$ cat src/rtl/hazard_ctrl.sv
// rtl/hazard_ctrl.sv - pipeline hazard, forwarding and data-memory wait controller
//
// Purpose:
//   Drives the Stall*/Flush* controls of the 5-stage RV32 pipeline, the EX-stage
//   forwarding selects, and a req/ack handshake to a variable-latency data memory.
//   Stall*=1 holds a pipeline register, Flush*=1 loads a bubble into it.
//
// Ports:
//   clk, reset                 clock, asynchronous active-low reset
//   Rs1D, Rs2D                 source registers in Decode
//   Rs1E, Rs2E                 source registers in Execute
//   RdE, RdM, RdW              destination registers in Execute/Memory/Writeback
//   RegWriteM, RegWriteW       register write enables in Memory/Writeback
//   ResultSrcE                 2'b01 marks a load in Execute
//   PCSrcE                     taken branch / jal / jalr in Execute
//   MemAccessM                 load or store in Memory
//   DMemAck                    data memory completed the access this cycle
//   DMemReq                    access request to data memory
//   StallF/D/E/M               hold PC / FD / DE / EM register
//   FlushD/E/W                 bubble into FD / DE / MW register
//   ForwardAE/BE               00 register file, 10 ALUResultM, 01 ResultW
//   MemErr                     sticky memory-timeout flag

module hazard_ctrl #(
  parameter int REG_AW  = 5,
  parameter int CNT_W   = 8,
  parameter int TIMEOUT = 200
) (
  input  logic              clk,
  input  logic              reset,
  input  logic [REG_AW-1:0] Rs1D,
  input  logic [REG_AW-1:0] Rs2D,
  input  logic [REG_AW-1:0] Rs1E,
  input  logic [REG_AW-1:0] Rs2E,
  input  logic [REG_AW-1:0] RdE,
  input  logic [REG_AW-1:0] RdM,
  input  logic [REG_AW-1:0] RdW,
  input  logic              RegWriteM,
  input  logic              RegWriteW,
  input  logic [1:0]        ResultSrcE,
  input  logic              PCSrcE,
  input  logic              MemAccessM,
  input  logic              DMemAck,
  output logic              DMemReq,
  output logic              StallF,
  output logic              StallD,
  output logic              StallE,
  output logic              StallM,
  output logic              FlushD,
  output logic              FlushE,
  output logic              FlushW,
  output logic [1:0]        ForwardAE,
  output logic [1:0]        ForwardBE,
  output logic              MemErr
);

  typedef enum logic [1:0] {
    S_IDLE = 2'd0,
    S_WAIT = 2'd1,
    S_ERR  = 2'd2
  } state_t;

  localparam logic [CNT_W-1:0] CNT_LAST = CNT_W'(TIMEOUT - 1);

  state_t           state;
  logic [CNT_W-1:0] wait_cnt;
  logic             mem_err;

  logic             freeze;
  logic             lw_stall;
  logic             req_raw;
  logic [1:0]       fwd_a;
  logic [1:0]       fwd_b;

  // Memory wait FSM. The counter counts WAIT cycles without an ack; the
  // last allowed one (TIMEOUT-1) without an ack drops into ERR for good.
  always_ff @(posedge clk or negedge reset) begin
    if (!reset) begin
      state    <= S_IDLE;
      wait_cnt <= '0;
      mem_err  <= 1'b0;
    end else begin
      case (state)
        S_IDLE: begin
          if (MemAccessM && !DMemAck) begin
            state    <= S_WAIT;
            wait_cnt <= '0;
          end
        end
        S_WAIT: begin
          if (DMemAck) begin
            state    <= S_IDLE;
            wait_cnt <= '0;
          end else if (wait_cnt == CNT_LAST) begin
            state   <= S_ERR;
            mem_err <= 1'b1;
          end else begin
            wait_cnt <= wait_cnt + 1'b1;
          end
        end
        S_ERR: begin
          state <= S_ERR;
        end
        default: begin
          state    <= S_IDLE;
          wait_cnt <= '0;
        end
      endcase
    end
  end

  // Freeze and request decode. On the ack cycle the freeze drops so the
  // instruction in M advances in the same cycle its data arrives.
  always_comb begin
    freeze  = 1'b0;
    req_raw = 1'b0;
    case (state)
      S_IDLE: begin
        req_raw = MemAccessM;
        freeze  = MemAccessM & ~DMemAck;
      end
      S_WAIT: begin
        req_raw = 1'b1;
        freeze  = ~DMemAck;
      end
      S_ERR: begin
        req_raw = 1'b0;
        freeze  = 1'b1;
      end
      default: begin
        req_raw = 1'b0;
        freeze  = 1'b0;
      end
    endcase
  end

  // Forwarding select for one EX operand; the younger producer in M wins over W.
  function automatic logic [1:0] fwd_sel(
    input logic [REG_AW-1:0] rs,
    input logic [REG_AW-1:0] rd_m,
    input logic              we_m,
    input logic [REG_AW-1:0] rd_w,
    input logic              we_w
  );
    if (we_m && (rd_m != '0) && (rd_m == rs))
      return 2'b10;
    else if (we_w && (rd_w != '0) && (rd_w == rs))
      return 2'b01;
    else
      return 2'b00;
  endfunction

  always_comb begin
    fwd_a = fwd_sel(Rs1E, RdM, RegWriteM, RdW, RegWriteW);
    fwd_b = fwd_sel(Rs2E, RdM, RegWriteM, RdW, RegWriteW);
  end

  assign lw_stall = (ResultSrcE == 2'b01) && (RdE != '0) &&
                    ((RdE == Rs1D) || (RdE == Rs2D));

  // Output resolution. Reset forces the bubble pattern even though most
  // outputs are combinational, so nothing escapes while the core is held.
  // During a freeze E is held, so a branch or load-use in E simply waits
  // and is resolved on the release cycle.
  always_comb begin
    StallF    = 1'b0;
    StallD    = 1'b0;
    StallE    = 1'b0;
    StallM    = 1'b0;
    FlushD    = 1'b0;
    FlushE    = 1'b0;
    FlushW    = 1'b0;
    ForwardAE = 2'b00;
    ForwardBE = 2'b00;
    DMemReq   = 1'b0;
    if (!reset) begin
      FlushD = 1'b1;
      FlushE = 1'b1;
      FlushW = 1'b1;
    end else begin
      ForwardAE = fwd_a;
      ForwardBE = fwd_b;
      DMemReq   = req_raw;
      if (freeze) begin
        StallF = 1'b1;
        StallD = 1'b1;
        StallE = 1'b1;
        StallM = 1'b1;
        FlushW = 1'b1;
      end else if (PCSrcE) begin
        // The squashed D instruction is also the load's would-be consumer.
        FlushD = 1'b1;
        FlushE = 1'b1;
      end else if (lw_stall) begin
        StallF = 1'b1;
        StallD = 1'b1;
        FlushE = 1'b1;
      end
    end
  end

  assign MemErr = mem_err;

endmodule

$ cat config.mk
export PLATFORM = sky130hd
export DESIGN_NAME = hazard_ctrl
export DESIGN_NICKNAME = d
export VERILOG_FILES = /design/src/rtl/hazard_ctrl.sv
export SDC_FILE = /design/constraint.sdc
export NUM_CORES = 1
export LEC_CHECK = 0
export BUFFER_PORTS_ARGS = -buffer_cell sky130_fd_sc_hd__buf_2
export CAP_MARGIN = 20
export CORE_MARGIN = 2
export CORE_UTILIZATION = 44
export DETAILED_ROUTE_END_ITERATION = 6
export MAX_ROUTING_LAYER = met4
export PLACE_DENSITY = 0.84
export REMOVE_ABC_BUFFERS = 1
export SETUP_SLACK_MARGIN = 0.05
export SKIP_LAST_GASP = 1
export SYNTH_ARGS = -nofsm -noshare
export SYNTH_HDL_FRONTEND = slang
export SYNTH_SLANG_ARGS = --single-unit
$ cat constraint.sdc
create_clock -name clk -period 2.2 [get_ports clk]
set_clock_uncertainty 0.2 [all_clocks]
set_input_delay 0.44 -clock clk [delete_from_list [all_inputs] [get_ports clk]]
set_output_delay 0.44 -clock clk [all_outputs]
set_load 0.005 [all_outputs]
==> qor.txt, run 1 <==
First-pass DRT Iterations - 4
Core ar. - 0.00223 mm²
GP Congestion - 0.769
# nets final - 246
Tot GR Track Use - 25.2%
relative slew slack - 65.4%
commonest non-fill, non-tap cells in the layout - buf_2, xor2_1, buf_4, dfrtp_1, o21ai_0
htree depth - 1
Syn Area/Cell - 8.38 µm²
Worst-Margin Slew - 515 ps
CP Class - input port to primary output
area of the mapped netlist - 0.00106 mm²
sequential cell area fraction in the yosys report - 26.1%
drt drc - 0
largest net degree at the start of global routing - 12
fmax - 0.427 GHz
effective utilization at floorplan - 47.3%
reg2reg start - state[1]
Final WS setup - -142 ps
Sw Share - 32.0%
Sequential Power Share - 36.7%
Hold WC Path Type - flip-flop to flip-flop
Fin. Hold Viols - 0
Vias/cell - 5.30
IO Count - 57
initial antenna violation count - 0
Final Setup Violations - 4
Leak Pwr - 0.827 nW
cell row count - 17
via count - 1209
CTS Buf Count - 3
final critical-path required period - 2340 ps
CP startpoint - RdM[4]
Final Util - 75.0%
Power Density - 350 mW/mm²
Logic pwr share - 38.9%
R2R depth - 5
P_int - 0.000398 W
fin. max-slew vios - 0
Clk pin slew, worst setup/hold paths - 70 ps
IO buf count - 56
Critical Path Fanout Max - 2
most common cell after layout, fill and taps aside - buf_2
Worst R2R Setup Slack - 310 ps
required time worst endpoint - 1560 ps
share of cells above drive strength 1 - 49.0%
outcome - finished with violations
Initial DRC Count - 14
Cells after Synth - 126
crit path capture - ForwardBE[1]
die area - 0.00281 mm²
critical path data arrival time - 1700 ps
total grt overflow - 0
first-pass GRT wire length - 4.97 mm
Post-DP HPWL - 2.27 mm
drt total wl - 3.18 mm
failing checks - setup timing
Clock power frac - 24.3%
R2R Path End - wait_cnt[3]
routed len/inst - 13.9 µm
number of antenna cells inserted - 0
remaining antenna violation count - 0
final-layout fill cell count - 147
Fin Hold WS - 285 ps
number of global-route vias before repair - 1169
Clock Tree Buf Depth - 2
period utilization - 106%
Worst Setup End Kind - primary output
CTS Root Cell - clkbuf_4
Seq cells post-synth - 11
Die Width - 53.0 µm
RSZ-0062 raised after global routing - yes
Die Y - 53.0 µm
VDD IR max - 0.333 mV
Sink Count - 11
TritonCTS clock tree - done
Yosys Warn Count - 0
synth unique cells - 36
clk_lat worst skew - 280 ps
crit path launch type - input port
Max Cap Viol - 0
P_sw - 0.000188 W
Layout area overhead - 58.5%
[sequential cells by signal (all words and copies together) (netlist names)]
register  count
wait_cnt      8
MemErr        1
state         2
[cell type report]
type                            count  area, µm²  area share, %
Clock buffer                        4       26.3           1.57
Tap cell                           28       35.0           2.09
Sequential cell                    11        278           16.6
Multi-Input combinational cell    105        838           50.1
Inverter                            3       11.3          0.673
Timing Repair Buffer               77        485           29.0
[power by group through the flow]
stage               clock [W]  combinational (W)  sequential (W)
floorplan                   0          0.0000817        0.000217
finish               0.000143           0.000228        0.000215
global placement            0           0.000179        0.000218
global route         0.000156           0.000249        0.000216
CTS                  0.000146           0.000216        0.000215
detailed placement          0           0.000187        0.000219
[synth_stat cells, drive strengths merged]
cell | number | area, µm²
nor2b | 1 | 6.26
nand2b | 2 | 12.5
nand3 | 3 | 15.0
a21oi | 6 | 30.0
nor3 | 2 | 10.0
clkbuf | 5 | 20.0
nor3b | 1 | 7.51
nand4 | 4 | 25.0
o21bai | 1 | 7.51
or4b | 1 | 10.0
a21o | 2 | 15.0
o31a | 1 | 8.76
ha | 1 | 12.5
a22o | 1 | 8.76
a2111oi | 1 | 8.76
nand2 | 6 | 22.5
and3 | 3 | 18.8
a22oi | 1 | 7.51
inv | 3 | 11.3
o21ai | 11 | 55.1
xor2 | 24 | 210
or3b | 1 | 8.76
and2 | 3 | 18.8
or4 | 5 | 37.5
o211ai | 1 | 7.51
buf | 2 | 15.0
nor2 | 6 | 22.5
mux2 | 1 | 11.3
o31ai | 2 | 15.0
dfrtp | 11 | 275
nor4 | 5 | 50.1
a31oi | 3 | 18.8
xnor2 | 6 | 52.6
[what timing repair did]
| item | CTS | global route |
|---|---|---|
| pin swaps | 14 | 7 |
| hold endpoints to repair | 11 | 0 |
| resized for setup | 25 | 6 |
| hold buffers | 1 | 0 |
| endpoints found under the setup margin | 7 | 7 |
| gates cloned | 0 | 0 |
| setup buffers | 2 | 4 |
[metrics by stage]
| stage | cells | instance area [µm²] | TNS (ps) | total power, W | worst slack, ps |
|---|---|---|---|---|---|
| 2_1_floorplan | 119 | 1020 | 0 | 0.000299 | 90.4 |
| 3_3_place_gp | 217 | 1440 | -369 | 0.000397 | -152 |
| 3_5_place_dp | 217 | 1440 | -639 | 0.000405 | -188 |
| 4_1_cts | 224 | 1610 | -388 | 0.000577 | -159 |
| 5_1_grt | 228 | 1670 | -700 | 0.000621 | -223 |
| 6_report | 228 | 1670 | -521 | 0.000586 | -142 |
[worst min-delay path by stage]
| stage | startpoint | cells past startpoint | slack (ps) | end |
|---|---|---|---|---|
| global route | MemErr | 1 | 290 | MemErr |
| finish | MemErr | 1 | 280 | MemErr |
| detailed placement | reset | 2 | 230 | wait_cnt[5] |
| CTS | MemErr | 1 | 280 | MemErr |
| global placement | reset | 2 | 240 | wait_cnt[5] |
| floorplan | reset | 0 | -60 | MemErr |
[layer usage]
metal	vias up	track usage, %	part of all wire, %
met5	-	-	0
met4	0	10.3	2.6
met3	13	5.65	7.7
met2	55	47.1	53
met1	538	25.2	37
li1	603	-	-
[logic make-up (layout without fill, tap and decap cells)]
| family | Yosys count | in the layout | synth area share (%) |
|---|---|---|---|
| simple gates | 43 | 43 | 25.1 |
| compound gates | 30 | 30 | 17.3 |
| xor+xnor | 30 | 30 | 24.9 |
| flops | 11 | 11 | 26.1 |
| buf+inv | 10 | 84 | 4.38 |
| fa+ha+maj | 1 | 1 | 1.18 |
| mux | 1 | 1 | 1.07 |
[critical path, stage by stage]
cell     delay [ps]
buf_6            90
or4_4           540
o21ai_4         170
buf_4           150
nor4_4           40
and2_1          150
buf_2           120
No activity file was read; power rests on OpenSTA's default activity.
==> inputs of run 2 (changes only) <==
Settings changed: SETUP_SLACK_MARGIN 0.05 to 0.02.
==> run 2 against run 1 <==
  * The flow still finishes with violations (setup timing)
  * First-iteration DRC count is 21% higher
  * Setup slack hardly changed
  * Power is 0.24% higher
  * Sequential cell count stayed put
  * Sequential share of layout area is 0.075 points higher
  * Clock-buffer cell count stayed put
  * Via count is 1.2% higher
  * Largest cell class unchanged
  * Largest power group unchanged
==> qor.txt, run 2 (same netlist as run 1, synthesis figures left out) <==
Clock power frac - 24.6% (+0.3 points)
most common cell after layout, fill and taps aside - buf_2
commonest non-fill, non-tap cells in the layout - buf_2, xor2_1, buf_4, dfrtp_1, o21ai_0
Final Setup Violations - 4 (unchanged)
first-pass GRT wire length - 4.77 mm (-4.0%)
Sw Share - 32.2% (+0.18 points)
Place WS - -188 ps (unchanged)
effective utilization at floorplan - 47.3% (unchanged)
IO Count - 57 (unchanged)
failing checks - setup timing
die area - 0.00281 mm² (unchanged)
Tot GR Track Use - 24.1% (-1.1 points)
IO buf count - 56 (unchanged)
max reg flops - 8 (unchanged)
Core ar. - 0.00223 mm² (unchanged)
fin. max-slew vios - 0 (unchanged)
cell row count - 17 (unchanged)
Clock Tree Buf Depth - 2 (unchanged)
Fin. Hold Viols - 0 (unchanged)
# nets final - 245 (-0.41%)
clk_lat worst skew - 280 ps (about the same)
Clk pin slew, worst setup/hold paths - 70 ps (about the same)
Worst-Margin Slew - 523 ps (+7.96 ps)
Hold WC Path Type - flip-flop to flip-flop
relative slew slack - 64.8% (-0.54 points)
outcome - finished with violations
TritonCTS clock tree - done
Worst Setup End Kind - primary output
GRT met2 Usage - 42.5% (-4.6 points)
CTS Root Cell - clkbuf_4
Power, Total - 0.000587 W (+0.24%)
CP Class - input port to primary output
Die Y - 53.0 µm (unchanged)
fmax - 0.427 GHz (about the same)
via count - 1224 (+1.2%)
GP Congestion - 0.769 (unchanged)
P_sw - 0.000189 W (+0.82%)
TNS Setup - -521 ps (+0.00900 ps)
Post-DP HPWL - 2.27 mm (unchanged)
routed len/inst - 14.0 µm (+0.19%)
VDD IR max - 0.344 mV (+3.5%)
Max Cap Viol - 0 (unchanged)
Final Util - 74.6% (-0.34 points)
Die Width - 53.0 µm (unchanged)
share of cells above drive strength 1 - 48.7% (-0.26 points)
Leak Pwr - 0.822 nW (-0.69%)
number of global-route vias before repair - 1145 (-2.1%)
total grt overflow - 0 (unchanged)
Sink Count - 11 (unchanged)
Final WS setup - -142 ps (+0.0920 ps)
remaining antenna violation count - 0 (unchanged)
CTS Buf Count - 3 (unchanged)
initial antenna violation count - 0 (unchanged)
Critical Path Fanout Max - 2 (unchanged)
period utilization - 106% (about the same)
Initial DRC Count - 17 (+3)
met1 Track Usage GR - 24.3% (-0.88 points)
P_int - 0.000398 W (about the same)
final critical-path required period - 2340 ps (-0.0920 ps)
Power Density - 352 mW/mm² (+0.69%)
RSZ-0062 raised after global routing - yes
First-pass DRT Iterations - 4 (unchanged)
number of antenna cells inserted - 0 (unchanged)
Layout area overhead - 57.8%
crit path launch type - input port
critical path data arrival time - 1700 ps (about the same)
htree depth - 1 (unchanged)
Most Crowded Layer GR - met2
M3 GR Usage - 7.06% (+1.4 points)
drt drc - 0 (unchanged)
drt total wl - 3.17 mm (-0.25%)
Vias/cell - 5.39 (+1.7%)
largest net degree at the start of global routing - 12 (unchanged)
Sequential Power Share - 36.7% (about the same)
required time worst endpoint - 1560 ps (about the same)
Logic pwr share - 38.7% (-0.2 points)
Reg with most FFs - wait_cnt
[run 2: cell types whose count changed in the layout (fill, tap and decap cells not counted), sizes merged]
cell and change:
buf -1
[run 2: timing repair]
action	in CTS	in global routing
endpoints found under the setup margin	7	7
pin swaps	11	6
endpoints found under the hold margin	11	0
gates resized for setup	20	11
cloned	0	0
hold buffers	1	0
buffers inserted	1	4
[run 2: critical path: stages]
cell	delay, ps
buf_6	90
or4_4	540
o21ai_4	170
buf_4	150
nor4_4	40
and2_1	150
buf_2	120
[run 2: cell type report]
cell class | count | area, µm²
Clock buffer | 4 | 26.3
Fill cell | 152 | 567
Inverter | 3 | 11.3
Multi-Input combinational cell | 105 | 838
Sequential cell | 11 | 278
Tap cell | 28 | 35.0
Timing Repair Buffer | 76 | 478
[run 2: through the flow]
| step | instance area, µm² | cells | hold slack, ps |
|---|---|---|---|
| floorplan | 1020 | 119 | -55.6 |
| global placement | 1440 | 217 | 237 |
| detailed placement | 1440 | 217 | 235 |
| CTS | 1590 | 223 | 285 |
| global route | 1670 | 227 | 290 |
| finish | 1670 | 227 | 280 |
[run 2: worst paths after layout]
path	from	endpoint	slack [ps]	cells after the start
max reg2reg	wait_cnt[0]	wait_cnt[0]	320	5
max in group asynchronous	reset	state[1]	770	3
min	MemErr	MemErr	280	1
max	RdM[4]	ForwardBE[1]	-140	7
min reg2reg	MemErr	MemErr	280	1
min in group asynchronous	reset	wait_cnt[5]	660	3
[run 2: power groups by stage]
stage | Combinational, W | Sequential, W | Clock (W)
after floorplan | 0.0000817 | 0.000217 | 0
after global placement | 0.000179 | 0.000218 | 0
after detailed placement | 0.000187 | 0.000219 | 0
after CTS | 0.000212 | 0.000214 | 0.000146
after global routing | 0.000247 | 0.000217 | 0.000158
final | 0.000227 | 0.000215 | 0.000145
[run 2: routing by layer]
layer	vias up	part of all wire, %	routed length, µm
li1	601	-	-
met1	551	37	1180
met2	59	51	1620
met3	13	8.4	265
met4	0	3.1	98
met5	-	0	0
==> inputs of run 3 (changes only) <==
Settings changed: ABC_AREA set to 1, CORE_UTILIZATION 44 to 46.
==> run 3 against run 2 <==
  * The flow now finishes without violations
  * Register-to-register slack better by 230 ps
  * Maximum frequency is 15% higher
  * Via count is 17% higher
  * Clock-buffer cell count stayed put
  * Hold slack worse by 20 ps
  * First-iteration DRC count grew to 3.5 times the previous value
  * Die area is 8.8% higher
  * Critical path type is now flip-flop to primary output
  * Final cell count is 28% higher
  * Synthesized cell count is 57% higher
  * Global-route usage is 3.9 points lower
==> qor.txt, run 3 <==
outcome - finished clean
RSZ-0062 raised after global routing - no
number of antenna cells inserted - 0 (unchanged)
largest net degree at the start of global routing - 9 (-3)
Clock Tree Buf Depth - 2 (unchanged)
htree depth - 1 (unchanged)
Seq cells post-synth - 11 (unchanged)
CP peak stage delay - 400 ps (-140 ps)
Place WS - 255 ps (+443 ps)
Vias/cell - 4.93 (-8.6%)
first-pass GRT wire length - 5.02 mm (+5.2%)
Final WS setup - 166 ps (+308 ps)
Final Setup Violations - 0 (-4)
fmax - 0.492 GHz (+15%)
fraction of registers with async set or reset after synthesis - 100% (unchanged)
top-count cell post-synth - nand2_1
crit path launch type - flip-flop
P_sw - 0.000200 W (+5.6%)
Placed Cells - 283 (+30%)
Core ar. - 0.00248 mm² (+11%)
fin. max-slew vios - 0 (unchanged)
die area - 0.00305 mm² (+8.8%)
remaining antenna violation count - 0 (unchanged)
synth unique cells - 25 (-31%)
crit path buf inv count - 3 (unchanged)
Die Width - 55.3 µm (+4.3%)
area of the mapped netlist - 0.00121 mm² (+14%)
total grt overflow - 0 (unchanged)
GP Congestion - 0.894 (+16%)
Sequential Power Share - 38.1% (+1.4 points)
Hold WC Path Type - flip-flop to flip-flop
top cells by area, synth - dfrtp_1, nand2_1, xnor2_1, inv_1, nor2_1
Critical Path Stages - 9 (+2)
CTS Root Cell - clkbuf_4
Max Cap Viol - 0 (unchanged)
final critical-path required period - 2030 ps (-308 ps)
Most used DFF post-synth - dfrtp_1
R2R depth - 8 (+3)
clk_lat worst skew - 270 ps (about the same)
Die Y - 55.3 µm (+4.3%)
EDFF count, synth - 0 (unchanged)
period utilization - 92.4% (-14 points)
effective utilization at floorplan - 48.8% (+1.5 points)
Power Density - 365 mW/mm² (+3.7%)
Worst-Margin Slew - 289 ps (-234 ps)
reg2reg start - wait_cnt[0]
TNS Setup - 0 ps (+521 ps)
Initial DRC Count - 59 (+42)
Fin. Hold Viols - 0 (unchanged)
Sink Count - 11 (unchanged)
Tot GR Track Use - 20.3% (-3.9 points)
critical path data arrival time - 1390 ps (-310 ps)
VDD IR max - 0.249 mV (-28%)
IO buf count - 56 (unchanged)
P_int - 0.000382 W (-4.1%)
CTS Buf Count - 3 (unchanged)
Final Instance Count excl. Fillers - 290 (+28%)
IO Count - 57 (unchanged)
Syn Area/Cell - 6.10 µm² (-27%)
relative slew slack - 80.5% (+16 points)
CP max-delay cell - dfrtp_1
Critical Path Fanout Max - 4 (+2)
Yosys Warn Count - 0 (unchanged)
routed len/inst - 10.4 µm (-25%)
initial antenna violation count - 0 (unchanged)
min-delay src - MemErr
drt drc - 0 (unchanged)
CP delay by family, top - simple AND/OR/NAND/NOR gates
hold-critical path depth - 2 (+1)
# nets final - 306 (+25%)
required time worst endpoint - 1560 ps (about the same)
Post-DP HPWL - 2.49 mm (+9.8%)
Synth top cells by count - nand2_1, inv_1, nor2_1
max reg flops - 8 (unchanged)
leading area contributor after synthesis - dfrtp_1
Yosys top cell area share - 22.8% (-3.3 points)
share of cells above drive strength 1 - 30.8% (-18 points)
R2R Path End - wait_cnt[3]
Reg with most FFs - wait_cnt
number of global-route vias before repair - 1285 (+12%)
Logic pwr share - 38.1% (-0.6 points)
Worst Setup End Kind - primary output
Clk pin slew, worst setup/hold paths - 70 ps (about the same)
Worst R2R Setup Slack - 550 ps (+230 ps)
via count - 1429 (+17%)
Cells after Synth - 198 (+57%)
post-route cell area - 0.00159 mm² (-4.5%)
CP cell instances - inv_2, nand2_2, nor2_4, inv_2, nand3_2, nand2_2, o21ai_2, nand2_1, buf_2
TritonCTS clock tree - done
sequential cell area fraction in the yosys report - 22.8% (-3.3 points)
CP Class - flip-flop to primary output
commonest non-fill, non-tap cells in the layout - buf_2, nand2_1, inv_1, nor2_1, xnor2_1
Clock power frac - 23.9% (-0.7 points)
cell row count - 18 (+1)
Sw Share - 34.3% (+2.1 points)
drt total wl - 3.02 mm (-4.7%)
placed cell area - 0.00152 mm² (+5.4%)
Leak Pwr - 0.895 nW (+8.9%)
most common cell after layout, fill and taps aside - buf_2
First-pass DRT Iterations - 5 (+1)
hold worst-path end - MemErr
Layout area overhead - 31.7%
==> run 3: cell types whose count changed after synthesis, moves of 7 or more <==
cell,before,now
xnor2_1,6,18
nand2_1,6,55
inv_1,3,28
nor2_1,6,24
o21ai_0,10,3
xor2_1,24,2
nand3_1,3,17
==> run 3: cell type report <==
class                           instances  area, µm²
Clock buffer                            4       26.3
Fill cell                             231        886
Inverter                               33        124
Multi-Input combinational cell        152        813
Sequential cell                        11        275
Tap cell                               30       37.5
Timing Repair Buffer                   60        315
==> run 3: repair_timing <==
| action | in CTS | in global routing |
|---|---|---|
| hold buffers | 2 | 0 |
| endpoints found under the hold margin | 3 | 0 |
| setup endpoints to repair | 1 | 6 |
| pin swaps | 1 | 1 |
| setup buffers | 1 | 0 |
| gates resized for setup | 1 | 4 |
==> run 3: worst max path at each step <==
stage                   from            to
floorplan           state[1]        FlushE
global placement      RdM[2]  ForwardBE[1]
detailed placement    RdM[2]  ForwardBE[1]
CTS                 state[1]        FlushE
global route        state[1]        FlushD
finish              state[1]        FlushE
==> run 3: kinds of logic after synthesis <==
| kind of cell | count (synthesis) | synth area share, % |
|---|---|---|
| and+or+nand+nor | 117 | 43.5 |
| buffers and inverters | 35 | 11.5 |
| xor gates and xnor gates | 20 | 14.5 |
| AOI/OAI and AO/OA | 14 | 6.73 |
| DFF | 11 | 22.8 |
| adders and majority gates | 1 | 1.04 |
==> run 3: worst register-to-register path, stage by stage (launching register included) <==
cell and delay (ps):
dfrtp_1 390, ha_1 230, nand2_2 90, nor3_4 210, nand2_2 110, nand2_4 120
inv_2 70, nand2_1 60, nand2_1 50
==> run 3: power by group through the flow <==
stage / clock network, W / logic [W] / registers [W]
floorplan: 0 / 0.000119 / 0.000223
global placement: 0 / 0.000210 / 0.000225
detailed placement: 0 / 0.000213 / 0.000225
CTS: 0.000144 / 0.000218 / 0.000221
global route: 0.000157 / 0.000250 / 0.000224
finish: 0.000139 / 0.000221 / 0.000221
==> run 3: routing by layer <==
layer / track usage, % / part of all wire, % / up-vias
met5: - / 0 / -
met4: 7.67 / 1.7 / 0
met3: 0.703 / 5.9 / 6
met2: 35.7 / 52 / 57
met1: 24.5 / 41 / 625
li1: - / - / 741
==> run 3: per-stage QoR <==
| stage | hold WS (ps) | util [%] | power, W |
|---|---|---|---|
| 2_1_floorplan | -55.6 | - | 0.000342 |
| 3_3_place_gp | 88.8 | 61.3 | 0.000434 |
| 3_5_place_dp | 89.9 | 61.3 | 0.000438 |
| 4_1_cts | 265 | 63.6 | 0.000583 |
| 5_1_grt | 314 | 64.2 | 0.000630 |
| 6_report | 260 | 64.2 | 0.000582 |
